==> src/rtl/cook_pkg.sv <==
// Shared types and output encodings for the cooking-progress monitor.
package cook_pkg;

  typedef enum logic [2:0] {
    S_RAW,
    S_WARM,
    S_FLIP_WAIT,
    S_SEARED,
    S_DONE,
    S_BURNT
  } cook_state_t;

  localparam logic [1:0] STAT_RAW   = 2'b00;
  localparam logic [1:0] STAT_COOK  = 2'b01;
  localparam logic [1:0] STAT_DONE  = 2'b10;
  localparam logic [1:0] STAT_BURNT = 2'b11;

  localparam logic [1:0] CAUSE_NONE     = 2'b00;
  localparam logic [1:0] CAUSE_OVERHEAT = 2'b01;
  localparam logic [1:0] CAUSE_BADFLIP  = 2'b10;
  localparam logic [1:0] CAUSE_TIMEOUT  = 2'b11;

endpackage

==> src/rtl/sat_counter.sv <==
// Saturating event counter; hit flags the increment that reaches MAX.
module sat_counter #(
  parameter int MAX = 3
) (
  input  logic                       clk,
  input  logic                       reset,
  input  logic                       clr,
  input  logic                       inc,
  output logic [$clog2(MAX+1)-1:0]   cnt,
  output logic                       hit
);

  localparam int CW = $clog2(MAX + 1);
  localparam logic [CW-1:0] LAST = CW'(MAX - 1);
  localparam logic [CW-1:0] TOP  = CW'(MAX);

  always_ff @(posedge clk or posedge reset) begin
    if (reset)
      cnt <= '0;
    else if (clr)
      cnt <= '0;
    else if (inc && (cnt != TOP))
      cnt <= cnt + CW'(1);
  end

  // Combinational so the owner can act on the MAX-th event in the same edge.
  assign hit = inc && (cnt == LAST);

endmodule

==> src/rtl/cook_monitor.sv <==
// Cooking-progress monitor: warm -> dwell -> flip (xNFLIP) -> done, with a
// sticky BURNT state and a latched fault cause.
module cook_monitor
  import cook_pkg::*;
#(
  parameter int TEMP_W       = 8,
  parameter int T_WARM       = 120,
  parameter int T_FLIP       = 130,
  parameter int T_DONE       = 150,
  parameter int T_BURN       = 180,
  parameter int NFLIP        = 2,
  parameter int DWELL        = 3,
  parameter int FLIP_TIMEOUT = 8
) (
  input  logic                       clk,
  input  logic                       reset,
  input  logic [TEMP_W-1:0]          temp,
  input  logic                       flip,
  input  logic                       clear,
  output logic [1:0]                 status,
  output logic                       need_flip,
  output logic [$clog2(NFLIP+1)-1:0] flips_done,
  output logic [1:0]                 cause
);

  localparam int FW = $clog2(NFLIP + 1);
  localparam logic [TEMP_W-1:0] WARM_TH = TEMP_W'(T_WARM);
  localparam logic [TEMP_W-1:0] FLIP_TH = TEMP_W'(T_FLIP);
  localparam logic [TEMP_W-1:0] DONE_TH = TEMP_W'(T_DONE);
  localparam logic [TEMP_W-1:0] BURN_TH = TEMP_W'(T_BURN);
  localparam logic [FW-1:0]     NFLIP_V = FW'(NFLIP);

  cook_state_t state_q, state_d;
  logic [1:0]    cause_q, cause_d;
  logic [FW-1:0] flips_q, flips_d, flips_inc;

  logic dwell_inc, dwell_clr, dwell_hit;
  logic to_inc, to_clr, to_hit;
  logic [$clog2(DWELL+1)-1:0]        dwell_cnt;
  logic [$clog2(FLIP_TIMEOUT+1)-1:0] to_cnt;
  logic unused_cnt;

  sat_counter #(.MAX(DWELL)) u_dwell (
    .clk   (clk),
    .reset (reset),
    .clr   (dwell_clr),
    .inc   (dwell_inc),
    .cnt   (dwell_cnt),
    .hit   (dwell_hit)
  );

  sat_counter #(.MAX(FLIP_TIMEOUT)) u_timeout (
    .clk   (clk),
    .reset (reset),
    .clr   (to_clr),
    .inc   (to_inc),
    .cnt   (to_cnt),
    .hit   (to_hit)
  );

  assign unused_cnt = ^{dwell_cnt, to_cnt};

  // Counters only run while their owning state persists; leaving it zeroes them.
  assign dwell_inc = (state_q == S_WARM) && !flip &&
                     (temp >= FLIP_TH) && (temp < DONE_TH);
  assign dwell_clr = clear || (state_d != S_WARM) ||
                     ((state_q == S_WARM) && (temp < FLIP_TH));
  assign to_inc    = (state_q == S_FLIP_WAIT) && !flip;
  assign to_clr    = clear || (state_d != S_FLIP_WAIT);

  assign flips_inc = (flips_q == NFLIP_V) ? flips_q : flips_q + FW'(1);

  always_comb begin
    state_d = state_q;
    cause_d = cause_q;
    flips_d = flips_q;
    if (clear) begin
      state_d = S_RAW;
      cause_d = CAUSE_NONE;
      flips_d = '0;
    end else if ((state_q != S_BURNT) && (temp >= BURN_TH)) begin
      state_d = S_BURNT;
      cause_d = CAUSE_OVERHEAT;
    end else begin
      case (state_q)
        S_RAW: begin
          if (flip) begin
            state_d = S_BURNT;
            cause_d = CAUSE_BADFLIP;
          end else if ((temp >= WARM_TH) && (temp < FLIP_TH)) begin
            state_d = S_WARM;
          end else if (temp >= FLIP_TH) begin
            state_d = S_BURNT;
            cause_d = CAUSE_OVERHEAT;
          end
        end
        S_WARM: begin
          if (flip) begin
            state_d = S_BURNT;
            cause_d = CAUSE_BADFLIP;
          end else if (temp >= DONE_TH) begin
            state_d = S_BURNT;
            cause_d = CAUSE_OVERHEAT;
          end else if (dwell_hit) begin
            state_d = S_FLIP_WAIT;
          end
        end
        S_FLIP_WAIT: begin
          // A flip on the final allowed cycle beats the timeout.
          if (flip) begin
            flips_d = flips_inc;
            state_d = (flips_inc == NFLIP_V) ? S_SEARED : S_WARM;
          end else if (to_hit) begin
            state_d = S_BURNT;
            cause_d = CAUSE_TIMEOUT;
          end
        end
        S_SEARED: begin
          if (flip) begin
            state_d = S_BURNT;
            cause_d = CAUSE_BADFLIP;
          end else if (temp >= DONE_TH) begin
            state_d = S_DONE;
          end
        end
        S_DONE: begin
          if (flip) begin
            state_d = S_BURNT;
            cause_d = CAUSE_BADFLIP;
          end
        end
        default: begin
          state_d = S_BURNT;
        end
      endcase
    end
  end

  always_ff @(posedge clk or posedge reset) begin
    if (reset) begin
      state_q <= S_RAW;
      cause_q <= CAUSE_NONE;
      flips_q <= '0;
    end else begin
      state_q <= state_d;
      cause_q <= cause_d;
      flips_q <= flips_d;
    end
  end

  always_comb begin
    status = STAT_RAW;
    case (state_q)
      S_WARM, S_FLIP_WAIT, S_SEARED: status = STAT_COOK;
      S_DONE:                        status = STAT_DONE;
      S_BURNT:                       status = STAT_BURNT;
      default:                       status = STAT_RAW;
    endcase
  end

  assign need_flip  = (state_q == S_FLIP_WAIT);
  assign flips_done = flips_q;
  assign cause      = cause_q;

endmodule

==> config.mk <==
export PLATFORM = sky130hd
export DESIGN_NAME = cook_monitor
export DESIGN_NICKNAME = d
export VERILOG_FILES = /design/src/rtl/cook_pkg.sv /design/src/rtl/sat_counter.sv /design/src/rtl/cook_monitor.sv
export SDC_FILE = /design/constraint.sdc
export NUM_CORES = 1
export LEC_CHECK = 0
export BUFFER_PORTS_ARGS = -buffer_cell sky130_fd_sc_hd__clkbuf_2
export CORE_MARGIN = 5
export CORE_UTILIZATION = 35
export DETAILED_ROUTE_END_ITERATION = 10
export PLACE_DENSITY = 0.55
export SYNTH_ARGS = -nofsm -noshare
export SYNTH_HDL_FRONTEND = slang
export SYNTH_SLANG_ARGS = --single-unit
==> constraint.sdc <==
create_clock -name clk -period 2.88 [get_ports clk]
set_input_delay 0.144 -clock clk [delete_from_list [all_inputs] [get_ports clk]]
set_output_delay 0.144 -clock clk [all_outputs]
set_load 0.01 [all_outputs]
* After elaboration in Yosys (flattened, before gate mapping)
Index checks and enable logic that the tools add are counted.
** Storage, ports and cells
- Register bits :: 13
- Input port bits :: 12
- Output and inout port bits :: 7
** Operators by class
- $add $sub $neg :: 3
- Order comparisons :: 6
- Equal/unequal tests :: 21
- Mux-type cells :: 36
- Reductions and logical operators :: 25
** Operators with widths (number)
- $mux 3 :: 13
- $mux 2 :: 18
- $ge 8x8->1 const B :: 3
- $lt 8x8->1 const B :: 2
- $pmux 3 s5 :: 1
- $logic_and 1x1->1 :: 11
- $ne 5x5->1 const B :: 2
- $ge 8x7->1 const B :: 1
- $mux 4 :: 2
- $pmux 2 s4 :: 1
- $reduce_bool 2->1 :: 4
- $reduce_and 7->1 :: 1
- $eq 2x2->1 const B :: 3
- $eq 3x2->1 const B :: 2
- $eq 3x3->1 const B :: 2
- $pmux 2 s3 :: 1
- $reduce_bool 6->1 :: 1
- $ne 5x3->1 const B :: 1
- $add 2x1->2 const B :: 2
- $add 4x1->4 const B :: 1
- $eq 4x3->1 const B :: 1
- $ne 2x2->1 const B :: 2
- $ne 4x1->1 const B :: 1
- $ne 4x2->1 const B :: 1
- other kinds (12) :: 14

* Longest topological paths before layout
Gate-level depths: netlist of run 1.
- Word-level depth :: 15
- Gate-level depth with buffers :: 7
- Mapped depth without buffers :: 7

* Hierarchy
From an unflattened synthesis of run 1, not the netlist that was laid out.
** Unflattened totals
- Cell total of the unflattened synthesis :: 129
- Area total of the unflattened synthesis :: 1138.6 um^2
** By module, submodules not included
- cook_monitor :: instances 1, cells an instance 90, area an instance 744.5 um^2
- sat_counter (u_timeout) :: instances 1, cells an instance 25, area an instance 240.2 um^2
- sat_counter (u_dwell) :: instances 1, cells an instance 14, area an instance 153.9 um^2

* Worst setup path after synthesis of run 1
OpenSTA, ideal clock, no wires.
- Path type :: flip-flop to flip-flop
- Start :: register state_q[0]
- End :: register u_dwell.cnt[0]
- Setup time :: 0.068 ns
- Arrival :: 1.707 ns
- Data required time :: 2.812 ns
- Slack :: 1.104 ns
- Cell stages (with the launch flop) :: 6
- Clock period less this slack :: 1.776 ns
- Path through :: dfrtp_1 -> nand2b_1 -> a221o_1 -> a2111oi_4 -> o311ai_1 -> and4b_1
** On the way
- Longest elaborated chain between the ends :: 15
- Elaborated cells on any way between the ends :: 34
- Classes of those cells :: 6 x eq/ne; 15 x mux; 13 x reduce/logical
** RTL lines
- start, declared :: line cook_monitor.sv:33 : cook_state_t state_q, state_d;
- start signal, assigned :: line cook_monitor.sv:145 : state_q <= state_d;
- $eq 3x1->1 :: line cook_monitor.sv:64, cook_monitor.sv:67, cook_monitor.sv:85
- $logic_and 1x1->1 (2 in series) :: line cook_monitor.sv:64 : assign dwell_inc = (state_q == S_WARM) && !flip &&
- $logic_and 1x1->1 :: line cook_monitor.sv:65 : (temp >= FLIP_TH) && (temp < DONE_TH);
- $logic_and 1x1->1 :: line sat_counter.sv:27 : assign hit = inc && (cnt == LAST);
- $mux 3 :: line cook_monitor.sv:104 : end else if (dwell_hit) begin
- $mux 3 :: line cook_monitor.sv:101 : end else if (temp >= DONE_TH) begin
- $mux 3 :: line cook_monitor.sv:98 : if (flip) begin
- $pmux 3 s5 :: line cook_monitor.sv:85 : case (state_q)
- $mux 3 :: line cook_monitor.sv:81 : end else if ((state_q != S_BURNT) && (temp >= BURN_TH)) begin
- $mux 3 :: line cook_monitor.sv:77 : if (clear) begin
- $ne 3x1->1 :: line cook_monitor.sv:66 : assign dwell_clr = clear || (state_d != S_WARM) ||
- $logic_or 1x1->1 (2 in series) :: line cook_monitor.sv:66
- $mux 2 / $reduce_bool 2->1 (equally long branches)
- end signal, assigned :: line sat_counter.sv:23 : cnt <= cnt + CW'(1);
- end, declared :: line sat_counter.sv:9 : output logic [$clog2(MAX+1)-1:0] cnt,
Parallel ways exist; a longest one is shown, timed or not.
A chain may end at the register's enable or synchronous reset.

* Worst setup path after layout of run 1
Ends and elaborated chain as after synthesis.

==> results of run 1 <==
## critical path, stage by stage, from the launching register on
cell and delay [ps]:
dfrtp_1 520, nand2b_1 320, a221o_1 430, a2111oi_4 360, o311ai_1 210, and4b_1 290
## area by class of cell
cell class                 count  area, µm²  area share [%]
clock buffer                   4       26.3            2.26
inverter                      12       45.0            3.88
multi-input combinational     89        631            54.3
sequential                    13        325            28.0
tap                           31       38.8            3.34
timing repair buffer          18       95.1            8.19
## flip-flops by register name, indices dropped and copies added (netlist names)
name,count
cause,2
flips_done,2
state_q,3
u_dwell.cnt,2
u_timeout.cnt,4
## Yosys cell counts, drive strengths merged, types with 4 or more instances
| master | count | area [µm²] |
|---|---|---|
| mux2i | 4 | 40.0 |
| a21oi | 6 | 30.0 |
| clkbuf | 5 | 18.8 |
| nor2b | 4 | 25.0 |
| ha | 5 | 62.6 |
| dfrtp | 13 | 325 |
| o21ai | 4 | 20.0 |
| nor4 | 5 | 31.3 |
| nor3 | 8 | 40.0 |
| nor2 | 8 | 30.0 |
| inv | 12 | 45.0 |
## stage by stage
step / area (µm²) / worst slack, ps / power (W) / hold slack (ps)
2_1_floorplan: 1030 / 1100 / 0.000253 / 21.0
3_3_place_gp: 1120 / 763 / 0.000280 / 176
3_5_place_dp: 1120 / 690 / 0.000281 / 185
4_1_cts: 1160 / 705 / 0.000395 / 137
5_1_grt: 1160 / 417 / 0.000416 / 165
6_report: 1160 / 699 / 0.000393 / 145
## power groups by stage
stage	clock, W	combinational [W]	sequential [W]
6_report	0.000115	0.0000792	0.000199
3_5_place_dp	0	0.0000782	0.000202
4_1_cts	0.000117	0.0000797	0.000199
5_1_grt	0.000127	0.0000892	0.000200
2_1_floorplan	0	0.0000586	0.000195
3_3_place_gp	0	0.0000777	0.000202
## final timing paths
| kind | from | endpoint | slack [ps] | cells past startpoint |
|---|---|---|---|---|
| worst max-delay path | state_q[0] | u_dwell.cnt[0] | 700 | 5 |
| worst min-delay path | clear | cause[0] | 140 | 2 |
| worst max register to register | state_q[0] | u_dwell.cnt[0] | 700 | 5 |
| worst min register to register | cause[1] | cause[1] | 550 | 2 |
| max in group asynchronous | reset | u_timeout.cnt[1] | 2120 | 3 |
| min in group asynchronous | reset | flips_done[0] | 410 | 3 |
## logic make-up (layout without fill, tap and decap cells)
| logic type | count (synthesis) | count (layout) | share of synthesized area, % |
|---|---|---|---|
| flops | 13 | 13 | 31.6 |
| simple gates | 47 | 47 | 26.8 |
| fa+ha+maj | 5 | 5 | 6.08 |
| compound gates | 30 | 30 | 22.0 |
| buf+inv | 19 | 34 | 7.06 |
| xor+xnor | 3 | 3 | 2.56 |
| mux | 4 | 4 | 3.89 |
## layer usage
layer  track usage (%)  part of all wire, %  vias up  wire (µm)
li1                  -                    -      480          -
met2              19.5                   46       18       1090
met4              1.53                 0.25        0          6
met1              16.7                   48      419       1120
met3              4.38                  5.7        2        135
met5                 0                    0        -          0
==> flow_summary_export.csv, run 1 <==
group,metric,value,unit
outcome,status,"finished clean",
timing,setup_tns,0,ps
cts,holdBufCountCts,1,
hold_path,hold_path_class,"input pin to flop",
timing,worst_pin_slew,597,ps
setup_path,cp-end-kind,"flop",
timing,hold_viol,0,
die,start_util,37.0,%
synth,synthArstFlopShare,100,%
cts,cts_max_level,1,
finish,area_growth,12.9,%
pwr,seqPwrFrac,50.6,%
synth,netlist_area,1030,µm²
timing,fin_crit,2180,ps
setup_path,required,3090,ps
die,coreArea,2780,µm²
drt,detail_route.iter0.violations,57,
pwr,combPwrFrac,20.2,%
synth,yosys.cell_types.count,44,
flow_run,cap_violations,0,
pwr,pwr-share-clk,29.2,%
drt,wl_per_cell,14.1,µm
pwr,pwr_density_cell,338,nW/µm²
placement,hpwlAfterDp,1750,µm
finish,final_common_cell,"clkbuf_2",
setup_path,crit_fanout,14,
cts,post_cts_buffers,0,
timing,finalSetupViolCount,0,
pwr,p_int,0.000272,W
timing,relSlewSlack,60.2,%
setup_path,crit_type,"flop to flop",
finish,fill_cells,297,
placement,place_congestion,0.791,
cts,insertion_delay,280,ps
cts,clkSinkCount,13,
cts,post_cts_resized,0,
timing,max_freq,459,MHz
synth,ys_seq_area_share,31.6,%
finish,post_layout_nonfiller_instances,167,
global_routing,grt_overflow,0,
timing,min_period_over_period,75.7,%
pwr,switching_share,30.6,%
drt,drtPass1Iterations,4,
drt,via_count,919,
synth,ys.flop_type,"dfrtp_1",
setup_path,worstSetupStartpointType,"flop",
finish,final_util,41.7,%
die,die_area,4120,µm²
finish,nets,154,
die,rows,19,
finish,n_antenna_cell,0,
drt,viasPerCell,5.50,
cts,root_buffer,"clkbuf_4",
global_routing,antenna_found_initial,0,
cts,cts_buffers,3,
synth,synth_edf_count,0,
drt,drt.antenna.violating_nets,0,
die,die_y,64.2,µm
cts,max-clock-path-buffers,2,
cts,cts_tree,"yes",
setup_path,arrival,2390,ps
finish,drive_above_1_share,17.6,%
global_routing,grt_usage,12.3,%
placement,portBuffers,17,
global_routing,grt_start_max_net_pins,18,
drt,drc,0,
die,fp.dieW,64.2,µm
timing,fin_skew,6.76,ps
die,pin_count,19,
pwr,switchingPower,0.000120,W
timing,final_max_slew_viol_count,0,
synth,syn_area_per_cell,8.50,µm²
drt,drt-total-wl,2350,µm
synth,yosys_warnings,0,
global_routing,grt_pass1_vias,883,
global_routing,grt_pass1_wl,4150,µm
cts,clkTransAtPathRegs,80,ps
synth,syn_nets,138,
timing,rsz0062_at_grt,"no",
finish,final_cell_mix,"clkbuf_2 (17), dfrtp_1 (13), inv_1 (12)",
synth,yosys_register_bits,13,
placement,dp.cells,162,
pwr,leakagePower,0.537,nW
pwr,peakVddDrop,0.307,mV
synth,synthCells,121,
Power figures use the tool's default switching activity.
==> run 2: changes to the inputs <==
==> constraint.sdc (replaced) <==
create_clock -name clk -period 2.2 [get_ports clk]
set_input_delay 0.11 -clock clk [delete_from_list [all_inputs] [get_ports clk]]
set_output_delay 0.11 -clock clk [all_outputs]
set_load 0.01 [all_outputs]
==> flow_summary_export.csv, run 2 (synthesis results as in run 1) <==
group,metric,value,unit
finish,fill_cells,285,
cts,clkSinkCount,13,
setup_path,reg2reg_depth,5,
cts,cts_buffers,3,
drt,wl_per_cell,13.7,µm
drt,drt.antenna.violating_nets,0,
drt,drtPass1Iterations,4,
finish,top_regs,"u_timeout.cnt x4, state_q x3",
timing,fin_crit,1980,ps
drt,via_count,973,
outcome,status,"finished clean",
drt,detail_route.iter0.violations,41,
drt,drc,0,
timing,hold_viol,0,
global_routing,grt_pass1_vias,905,
cts,cts_max_level,1,
placement,hpwlAfterDp,1840,µm
finish,drive_above_1_share,21.4,%
finish,area_growth,16.5,%
flow_run,cap_violations,0,
setup_path,arrival,2200,ps
die,die_area,4120,µm²
global_routing,grt_overflow,0,
finish,largest_reg_flops,4,
setup_path,worstSetupStartpointType,"flop",
setup_path,cp-end-kind,"flop",
setup_path,crit_type,"flop to flop",
finish,regMostFlops,"u_timeout.cnt",
placement,portBuffers,17,
cts,cts_tree,"yes",
cts,max-clock-path-buffers,2,
timing,hold_ws,112,ps
finish,n_antenna_cell,0,
global_routing,grt_pass1_wl,4150,µm
placement,place_congestion,0.865,
setup_path,worstReg2RegStart,"state_q[0]",
die,die_y,64.2,µm
setup_path,endpoint,"u_dwell.cnt[0]",
setup_path,rrSetupSlack,220,ps
drt,viasPerCell,5.69,
setup_path,required,2420,ps
finish,final_cell_mix,"clkbuf_2 (17), dfrtp_1 (13), inv_1 (12)",
cts,root_buffer,"clkbuf_4",
setup_path,reg2reg_to,"u_dwell.cnt[0]",
die,start_util,37.0,%
cts,clkTransAtPathRegs,80,ps
timing,rsz0062_at_grt,"no",
die,pin_count,19,
timing,fin_skew,1.19,ps
hold_path,hold_path_class,"input pin to flop",
die,coreArea,2780,µm²
setup_path,crit_fanout,11,
pwr,leakagePower,0.559,nW
finish,final_common_cell,"clkbuf_2",
cts,post_cts_buffers,0,
timing,setup_tns,0,ps
timing,worst_pin_slew,677,ps
global_routing,antenna_found_initial,0,
timing,min_period_over_period,90.1,%
die,rows,19,
die,fp.dieW,64.2,µm
setup_path,cp-startpoint,"state_q[0]",
pwr,peakVddDrop,0.389,mV
global_routing,grt_start_max_net_pins,14,
timing,final_max_slew_viol_count,0,
hold_path,min_delay_path_depth,2,
timing,max_freq,505,MHz
cts,insertion_delay,280,ps
timing,relSlewSlack,54.9,%
global_routing,grt_usage,12.3,%
drt,drt-total-wl,2340,µm
pwr,pwr_density_cell,432,nW/µm²
timing,finalSetupViolCount,0,
finish,nets,158,
run 2: changes by cell type in the layout (fill, tap and decap cells not counted), sizes merged:
cell / before / now
clkbuf: 21 / 20
clkinv: 0 / 1
buf: 0 / 4
run 2: per-stage QoR:
| step | std cells | worst slack [ps] | utilization [%] | total power, W | instance area [µm²] |
|---|---|---|---|---|---|
| 2_1_floorplan | 121 | 424 | - | 0.000332 | 1030 |
| 3_5_place_dp | 166 | 141 | 41.5 | 0.000372 | 1150 |
| 4_1_cts | 171 | 123 | 42.9 | 0.000525 | 1190 |
| 5_1_grt | 171 | 5.46 | 43.1 | 0.000553 | 1200 |
| 3_3_place_gp | 166 | 158 | 41.5 | 0.000372 | 1150 |
| 6_report | 171 | 219 | 43.1 | 0.000518 | 1200 |
run 2: power breakdown:
group	switching (W)	leakage, nW	internal, W
Combinational	0.0000682	0.365	0.0000455
Clock	0.0000816	0.0177	0.0000676
Sequential	0.0000102	0.176	0.000245
run 2: layout make-up:
type	count	area (µm²)	share of cell area [%]
multi-input combinational	89	637	53.1
inverter	12	45.0	3.76
timing repair buffer	22	125	10.4
sequential	13	325	27.1
clock buffer	3	22.5	1.88
tap	31	38.8	3.24
clock inverter	1	5.00	0.418
run 2: what timing repair did:
action / in CTS / in global routing
hold buffers: 1 / 0
hold endpoints to repair: 13 / 0
endpoints found under the setup margin: 0 / 3
resized for setup: 0 / 1
run 2: worst min-delay path by stage:
stage               start             to  slack [ps]
finish              clear       cause[0]         110
floorplan           reset       cause[0]         -10
global route        clear  flips_done[1]         120
global placement    reset       cause[1]         140
detailed placement  reset       cause[1]         140
CTS                 clear       cause[0]         100
run 2: worst max-delay path, stage by stage, from the launching register on:
cell and delay (ps):
dfrtp_1 480, nor2b_1 180, a221oi_1 590, nor4_1 170, nand3_1 260, and4b_1 230
run 2: layer usage:
metal	wire, µm	share of wire [%]	vias up	track usage (%)
met5	0	0	-	0
met4	13	0.56	0	1.53
met3	134	5.7	3	4.55
met2	1110	48	28	19.8
met1	1080	46	455	16.2
li1	-	-	487	-
